===== src/rtl/ce_monitor_if.sv =====
`default_nettype none
// ============================================================================
// Module      : ce_monitor_if
// Description : Strobe inputs, clear request and status outputs of the
//               clock-enable monitor. FAULT_CNT_W must match the monitor's
//               own FAULT_CNT_W parameter.
// Revision    : 1.0 - initial release
// ============================================================================
interface ce_monitor_if #(
    parameter int FAULT_CNT_W = 8
) ();
    logic                   ce_16d384M;
    logic                   ce_2d048M;
    logic                   ce_1d024M;
    logic                   err_clr;
    logic                   clk_ok;
    logic [2:0]             err_period;
    logic                   err_align;
    logic [FAULT_CNT_W-1:0] fault_cnt;
    logic [1:0]             state;

    // Strobe source / status consumer side
    modport master (
        output ce_16d384M, ce_2d048M, ce_1d024M, err_clr,
        input  clk_ok, err_period, err_align, fault_cnt, state
    );

    // Monitor side
    modport slave (
        input  ce_16d384M, ce_2d048M, ce_1d024M, err_clr,
        output clk_ok, err_period, err_align, fault_cnt, state
    );
endinterface
`default_nettype wire


===== src/rtl/ce_monitor.sv =====
`default_nettype none
// ============================================================================
// Module      : ce_monitor
// Description : Watches the 16.384/2.048/1.024 MHz clock-enable strobes of a
//               32.768 MHz domain, checks their periods and mutual alignment,
//               and declares lock after LOCK_PERIODS clean 1.024 MHz periods.
// Revision    : 1.0 - initial release
// ============================================================================
module ce_monitor #(
    parameter int LOCK_PERIODS = 16,
    parameter int FAULT_CNT_W  = 8
) (
    input  wire logic   clk_32d768M,
    input  wire logic   rst_n_32d768M,
    ce_monitor_if.slave bus
);

    typedef enum logic [1:0] {
        ST_ACQUIRE = 2'd0,
        ST_LOCKING = 2'd1,
        ST_LOCKED  = 2'd2,
        ST_FAULT   = 2'd3
    } state_t;

    localparam logic [5:0]             c_cnt_max   = 6'd63;
    localparam logic [7:0]             c_lock_last = 8'(LOCK_PERIODS - 1);
    localparam logic [FAULT_CNT_W-1:0] c_fault_one = FAULT_CNT_W'(1);
    localparam logic [FAULT_CNT_W-1:0] c_fault_max = '1;

    state_t                 r_state;
    logic [7:0]             r_good_cnt;
    logic [2:0]             r_armed;
    logic                   r_clk_ok;
    logic [2:0]             r_err_period;
    logic                   r_err_align;
    logic [FAULT_CNT_W-1:0] r_fault_cnt;

    logic [2:0] w_strobe;
    logic [2:0] w_perr;
    logic       w_aerr;
    logic       w_active;
    logic       w_fault;

    // Bit order matches err_period: 0 = 16.384M, 1 = 2.048M, 2 = 1.024M
    assign w_strobe = {bus.ce_1d024M, bus.ce_2d048M, bus.ce_16d384M};

    // Per-channel cycles-since-strobe counter and period check
    for (genvar i = 0; i < 3; i++) begin : g_chan
        localparam logic [5:0] c_last = (i == 0) ? 6'd1 : (i == 1) ? 6'd15 : 6'd31;
        logic [5:0] r_cnt;

        // Restart on every strobe, otherwise count up and stick at the top
        always_ff @(posedge clk_32d768M or negedge rst_n_32d768M) begin
            if (!rst_n_32d768M) begin
                r_cnt <= '0;
            end else if (w_strobe[i]) begin
                r_cnt <= '0;
            end else if (r_cnt != c_cnt_max) begin
                r_cnt <= r_cnt + 6'd1;
            end
        end

        // Strobe off its slot (early/double) or slot reached with no strobe
        assign w_perr[i] = r_armed[i] &&
                           (w_strobe[i] ? (r_cnt != c_last) : (r_cnt == c_last));
    end

    // Slower strobes must always coincide with every faster one
    assign w_aerr = (bus.ce_1d024M && !(bus.ce_2d048M && bus.ce_16d384M)) ||
                    (bus.ce_2d048M && !bus.ce_16d384M);

    // Errors only count while acquiring or holding lock
    assign w_active = (r_state == ST_LOCKING) || (r_state == ST_LOCKED);
    assign w_fault  = w_active && ((|w_perr) || w_aerr);

    // Lock state machine: acquire on a common strobe, count clean periods
    always_ff @(posedge clk_32d768M or negedge rst_n_32d768M) begin
        if (!rst_n_32d768M) begin
            r_state    <= ST_ACQUIRE;
            r_good_cnt <= '0;
            r_armed    <= '0;
            r_clk_ok   <= 1'b0;
        end else begin
            case (r_state)
                ST_ACQUIRE: begin
                    if (&w_strobe) begin
                        r_state    <= ST_LOCKING;
                        r_good_cnt <= '0;
                        r_armed    <= 3'b111;
                    end
                end
                ST_LOCKING: begin
                    // An error in the completing period beats the lock
                    if (w_fault) begin
                        r_state <= ST_FAULT;
                    end else if (bus.ce_1d024M) begin
                        r_good_cnt <= r_good_cnt + 8'd1;
                        if (r_good_cnt == c_lock_last) begin
                            r_state  <= ST_LOCKED;
                            r_clk_ok <= 1'b1;
                        end
                    end
                end
                ST_LOCKED: begin
                    if (w_fault) begin
                        r_state  <= ST_FAULT;
                        r_clk_ok <= 1'b0;
                    end
                end
                ST_FAULT: begin
                    r_state <= ST_ACQUIRE;
                    r_armed <= 3'b000;
                end
                default: begin
                    r_state <= ST_ACQUIRE;
                end
            endcase
        end
    end

    // Sticky error bits and fault counter; a new fault outranks a clear
    always_ff @(posedge clk_32d768M or negedge rst_n_32d768M) begin
        if (!rst_n_32d768M) begin
            r_err_period <= '0;
            r_err_align  <= 1'b0;
            r_fault_cnt  <= '0;
        end else if (w_fault) begin
            r_err_period <= (bus.err_clr ? 3'b000 : r_err_period) | w_perr;
            r_err_align  <= (bus.err_clr ? 1'b0 : r_err_align) | w_aerr;
            if (bus.err_clr) begin
                r_fault_cnt <= c_fault_one;
            end else if (r_fault_cnt != c_fault_max) begin
                r_fault_cnt <= r_fault_cnt + c_fault_one;
            end
        end else if (bus.err_clr) begin
            r_err_period <= '0;
            r_err_align  <= 1'b0;
            r_fault_cnt  <= '0;
        end
    end

    assign bus.clk_ok     = r_clk_ok;
    assign bus.err_period = r_err_period;
    assign bus.err_align  = r_err_align;
    assign bus.fault_cnt  = r_fault_cnt;
    assign bus.state      = r_state;

endmodule
`default_nettype wire


===== src/flat_wrapper.sv =====
// flat-port wrapper written by rule: the top's interface ports become plain ports
module ce_monitor_flat 
#(
    parameter int LOCK_PERIODS = 16,
    parameter int FAULT_CNT_W  = 8
)
  (clk_32d768M, rst_n_32d768M, bus_ce_16d384M, bus_ce_2d048M, bus_ce_1d024M, bus_err_clr, bus_clk_ok, bus_err_period, bus_err_align, bus_fault_cnt, bus_state);
  ce_monitor_if #(.FAULT_CNT_W(FAULT_CNT_W)) bus_i ();
  input  wire logic clk_32d768M;
  input  wire logic rst_n_32d768M;
  input wire logic [$bits(bus_i.ce_16d384M)-1:0] bus_ce_16d384M;
  input wire logic [$bits(bus_i.ce_2d048M)-1:0] bus_ce_2d048M;
  input wire logic [$bits(bus_i.ce_1d024M)-1:0] bus_ce_1d024M;
  input wire logic [$bits(bus_i.err_clr)-1:0] bus_err_clr;
  output wire logic [$bits(bus_i.clk_ok)-1:0] bus_clk_ok;
  output wire logic [$bits(bus_i.err_period)-1:0] bus_err_period;
  output wire logic [$bits(bus_i.err_align)-1:0] bus_err_align;
  output wire logic [$bits(bus_i.fault_cnt)-1:0] bus_fault_cnt;
  output wire logic [$bits(bus_i.state)-1:0] bus_state;
  assign bus_i.ce_16d384M = bus_ce_16d384M;
  assign bus_i.ce_2d048M = bus_ce_2d048M;
  assign bus_i.ce_1d024M = bus_ce_1d024M;
  assign bus_i.err_clr = bus_err_clr;
  assign bus_clk_ok = bus_i.clk_ok;
  assign bus_err_period = bus_i.err_period;
  assign bus_err_align = bus_i.err_align;
  assign bus_fault_cnt = bus_i.fault_cnt;
  assign bus_state = bus_i.state;
  ce_monitor #(.LOCK_PERIODS(LOCK_PERIODS), .FAULT_CNT_W(FAULT_CNT_W)) u_core (.clk_32d768M(clk_32d768M), .rst_n_32d768M(rst_n_32d768M), .bus(bus_i));
endmodule

===== config.mk =====
export PLATFORM = sky130hd
export DESIGN_NAME = ce_monitor_flat
export DESIGN_NICKNAME = d
export VERILOG_FILES = /design/src/rtl/ce_monitor_if.sv /design/src/rtl/ce_monitor.sv /design/src/flat_wrapper.sv
export SDC_FILE = /design/constraint.sdc
export NUM_CORES = 1
export LEC_CHECK = 0
export CORE_MARGIN = 2
export CORE_UTILIZATION = 56
export DETAILED_ROUTE_END_ITERATION = 10
export DONT_BUFFER_PORTS = 1
export PLACE_DENSITY = 0.71
export SLEW_MARGIN = 20
export SYNTH_ARGS = -nofsm -noshare
export SYNTH_HDL_FRONTEND = slang
export SYNTH_SLANG_ARGS = --single-unit

===== constraint.sdc =====
create_clock -name clk_32d768M -period 3.4 [get_ports clk_32d768M]
set_input_delay 0.85 -clock clk_32d768M [delete_from_list [all_inputs] [get_ports clk_32d768M]]
set_output_delay 0.85 -clock clk_32d768M [all_outputs]
set_load 0.02 [all_outputs]

==> out/qor.txt <==
overall fraction of global-route tracks in use - 0.194
critical path fanouts, max - 16
area grow syn2layout - 5.67%
async set-reset flop share out of synthesis - 1.00
kind of critical path - flop to flop
post-layout util - 0.621
first-pass GRT wire length - 7610 um
I/O pin total - 21
switch share - 0.376
Buffers on Ports - 0
post-synth cell types - 47
Reg-to-Reg Start - u_core.g_chan[0].r_cnt[1]
post-route cell area - 2520 um2
hpwl dp - 3100 um
Synth Net Count - 272
ys flop type - dfrtp_1
Die ar. - 4790 um2
dpl cell area - 2410 um2
status - finished, final reports clean
yosys warns - 0
total congestion overflow - 0
vias in the first global route - 1650
worst path required time - 3.63 ns
Clock Sinks - 42
Fin Hold WS - 0.246 ns
Peak VDD IR - 0.000301 V
later-pin clock latency in the skew report - 0.29 ns
CTS tree - done
DRC Markers - 0
cells on worst reg2reg path - 9
hold_buf cts - 0
TritonRoute pass-1 iters - 4
Critical Path Source - u_core.g_chan[0].r_cnt[1]
# setup viols final - 0
Resized Gates After CTS - 0
initial antenna violation count - 0
Slew HR - 0.600
final wirelength - 4350 um
final period demand of the worst path - 2.70 ns
Antenna Cells - 0
CORE AREA - 4060 um2
Comb power frac - 0.307
post-synthesis cell area - 2380 um2
row count - 23
Layout Nets - 272
CTS H-tree depth - 2
Worst R2R Setup Slack - 0.70 ns
setup TNS - 0 ns
number of buffers created by CTS - 5
Post-synth EDFFs - 0
Worst R2R End - u_core.r_good_cnt[7]
largest net degree at the start of global routing - 43
Tcrit/Tclk final - 0.794
#FFs+latches synth - 42
Overall Power - 1.62 mW
worst-case clock buffer depth - 2
vias per inst - 5.88
Starting DRT DRC Count - 113
share of total power in the clock network - 0.226
chip height - 69.2 um
unrepaired setup endpoints after global routing - no
element type at the critical path start - flop
Final Hold Viols - 0
WL/cell - 14.2 um
Routability Congestion - 0.839
CP Capture Type - flop
Sw Pwr - 0.610 mW
Setup Skew - 0.00547 ns
root buf cell - clkbuf_8
layout cell share with drive strength beyond 1 - 0.0586
P_int - 1.01 mW
sequential fraction of the synthesis area - 0.441
Cells after Synth - 255
static leakage - 1.12 nW
antenna viol nets, final - 0
Setup Buffers After CTS - 0
Hold Path Class - input pin to asynchronous set/reset pin
Seq pwr share - 0.467
Slew @ Worst Pin - 0.595 ns
Die Wd - 69.2 um
Avg Cell Area, Syn - 9.35 um2
via count - 1799
Max Freq - 0.370 GHz
initial core utilization - 0.587
CP arrival - 2.93 ns
max-cap violations - 0
max-slew violations - 0
PwrDens - 644 nW/um2
Clock Pin Slew Worst Setup and Hold Paths - 0.08 ns
-- how the worst max path moves through the flow --
stage | slack, ns | cells after the start | end
floorplan | 0.86 | 6 | u_core.bus.fault_cnt[3]
global placement | 0.74 | 9 | u_core.r_good_cnt[3]
detailed placement | 0.69 | 9 | u_core.r_good_cnt[7]
CTS | 0.68 | 9 | u_core.r_good_cnt[7]
global route | 0.55 | 9 | u_core.r_good_cnt[7]
finish | 0.70 | 9 | u_core.r_good_cnt[7]
-- registers in the layout, indices dropped and copies added (netlist names) --
| name | count |
|---|---|
| u_core.bus.err_align | 1 |
| u_core.bus.clk_ok | 1 |
| u_core.bus.err_period | 3 |
| u_core.r_armed | 1 |
| u_core.bus.fault_cnt | 8 |
| u_core.g_chan.r_cnt | 18 |
| u_core.r_good_cnt | 8 |
| u_core.bus.state | 2 |
-- layout by cell type, fill, tap and decap left out, types with 8 or more instances in the layout --
master,netlist,layout
a21oi_1,10,10
and3_1,9,9
clkbuf_8,0,8
dfrtp_1,42,42
ha_1,11,11
inv_1,13,13
nand2_1,20,20
nand3_1,24,24
nor2_1,23,23
o21ai_0,13,13
-- stage by stage --
step                      worst slack, ns  cells
after floorplan                     0.860    255
after global routing                0.550    306
after CTS                           0.682    306
after global placement              0.743    298
final                               0.700    306
after detailed placement            0.689    298
-- cells by family (layout without fill, tap and decap cells) --
logic type,Yosys count,in the layout,synth area share
simple gates,113,113,0.261
xor+xnor,4,4,0.0147
buf+inv,21,22,0.0394
compound gates,56,56,0.151
fa+ha+maj,11,11,0.0577
flops,42,42,0.441
mux,8,8,0.0357
-- area by class of cell --
class                      instances  area [um2]
tap                               50        62.6
sequential                        42        1050
fill                             350        1540
timing repair buffer               1        7.51
multi-input combinational        192        1240
clock buffer                       8         110
inverter                          13        48.8
-- critical path, stage by stage, from the launching register on --
cell and delay (ns):
dfrtp_1 0.42, inv_1 0.07, ha_1 0.12, or4b_4 0.46, o21a_1 0.23, nor4_4 0.26
a31oi_2 0.24, buf_4 0.26, or4_1 0.50, nand3_1 0.09
-- cells in the mapped netlist, drive strengths merged (5+ instances only) --
| cell type | instances | area share |
|---|---|---|
| dfrtp | 42 | 0.44 |
| nand2 | 20 | 0.031 |
| nor3 | 7 | 0.017 |
| o21ai | 17 | 0.036 |
| nor2b | 6 | 0.019 |
| clkbuf | 6 | 0.0094 |
| and3 | 9 | 0.024 |
| nand2b | 6 | 0.016 |
| a31oi | 5 | 0.016 |
| inv | 13 | 0.020 |
| a21oi | 10 | 0.021 |
| ha | 11 | 0.058 |
| nand3 | 24 | 0.050 |
| nor2 | 23 | 0.036 |
-- power by group through the flow --
| stage | Sequential, mW | Combinational (mW) | Clock [mW] |
|---|---|---|---|
| 2_1_floorplan | 0.738 | 0.443 | 0 |
| 3_5_place_dp | 0.771 | 0.498 | 0 |
| 5_1_grt | 0.776 | 0.567 | 0.408 |
| 4_1_cts | 0.760 | 0.502 | 0.380 |
| 6_report | 0.757 | 0.498 | 0.367 |
| 3_3_place_gp | 0.768 | 0.493 | 0 |
-- layer usage --
metal / global-route usage / up-vias / part of all wire / routed length, um
li1: - / 928 / - / -
met1: 0.270 / 842 / 0.50 / 2160
met2: 0.303 / 23 / 0.46 / 2010
met3: 0.0480 / 6 / 0.029 / 128
met4: 0.0523 / 0 / 0.012 / 53
met5: 0 / - / 0 / 0
No activity file was read; power rests on OpenSTA's default activity.
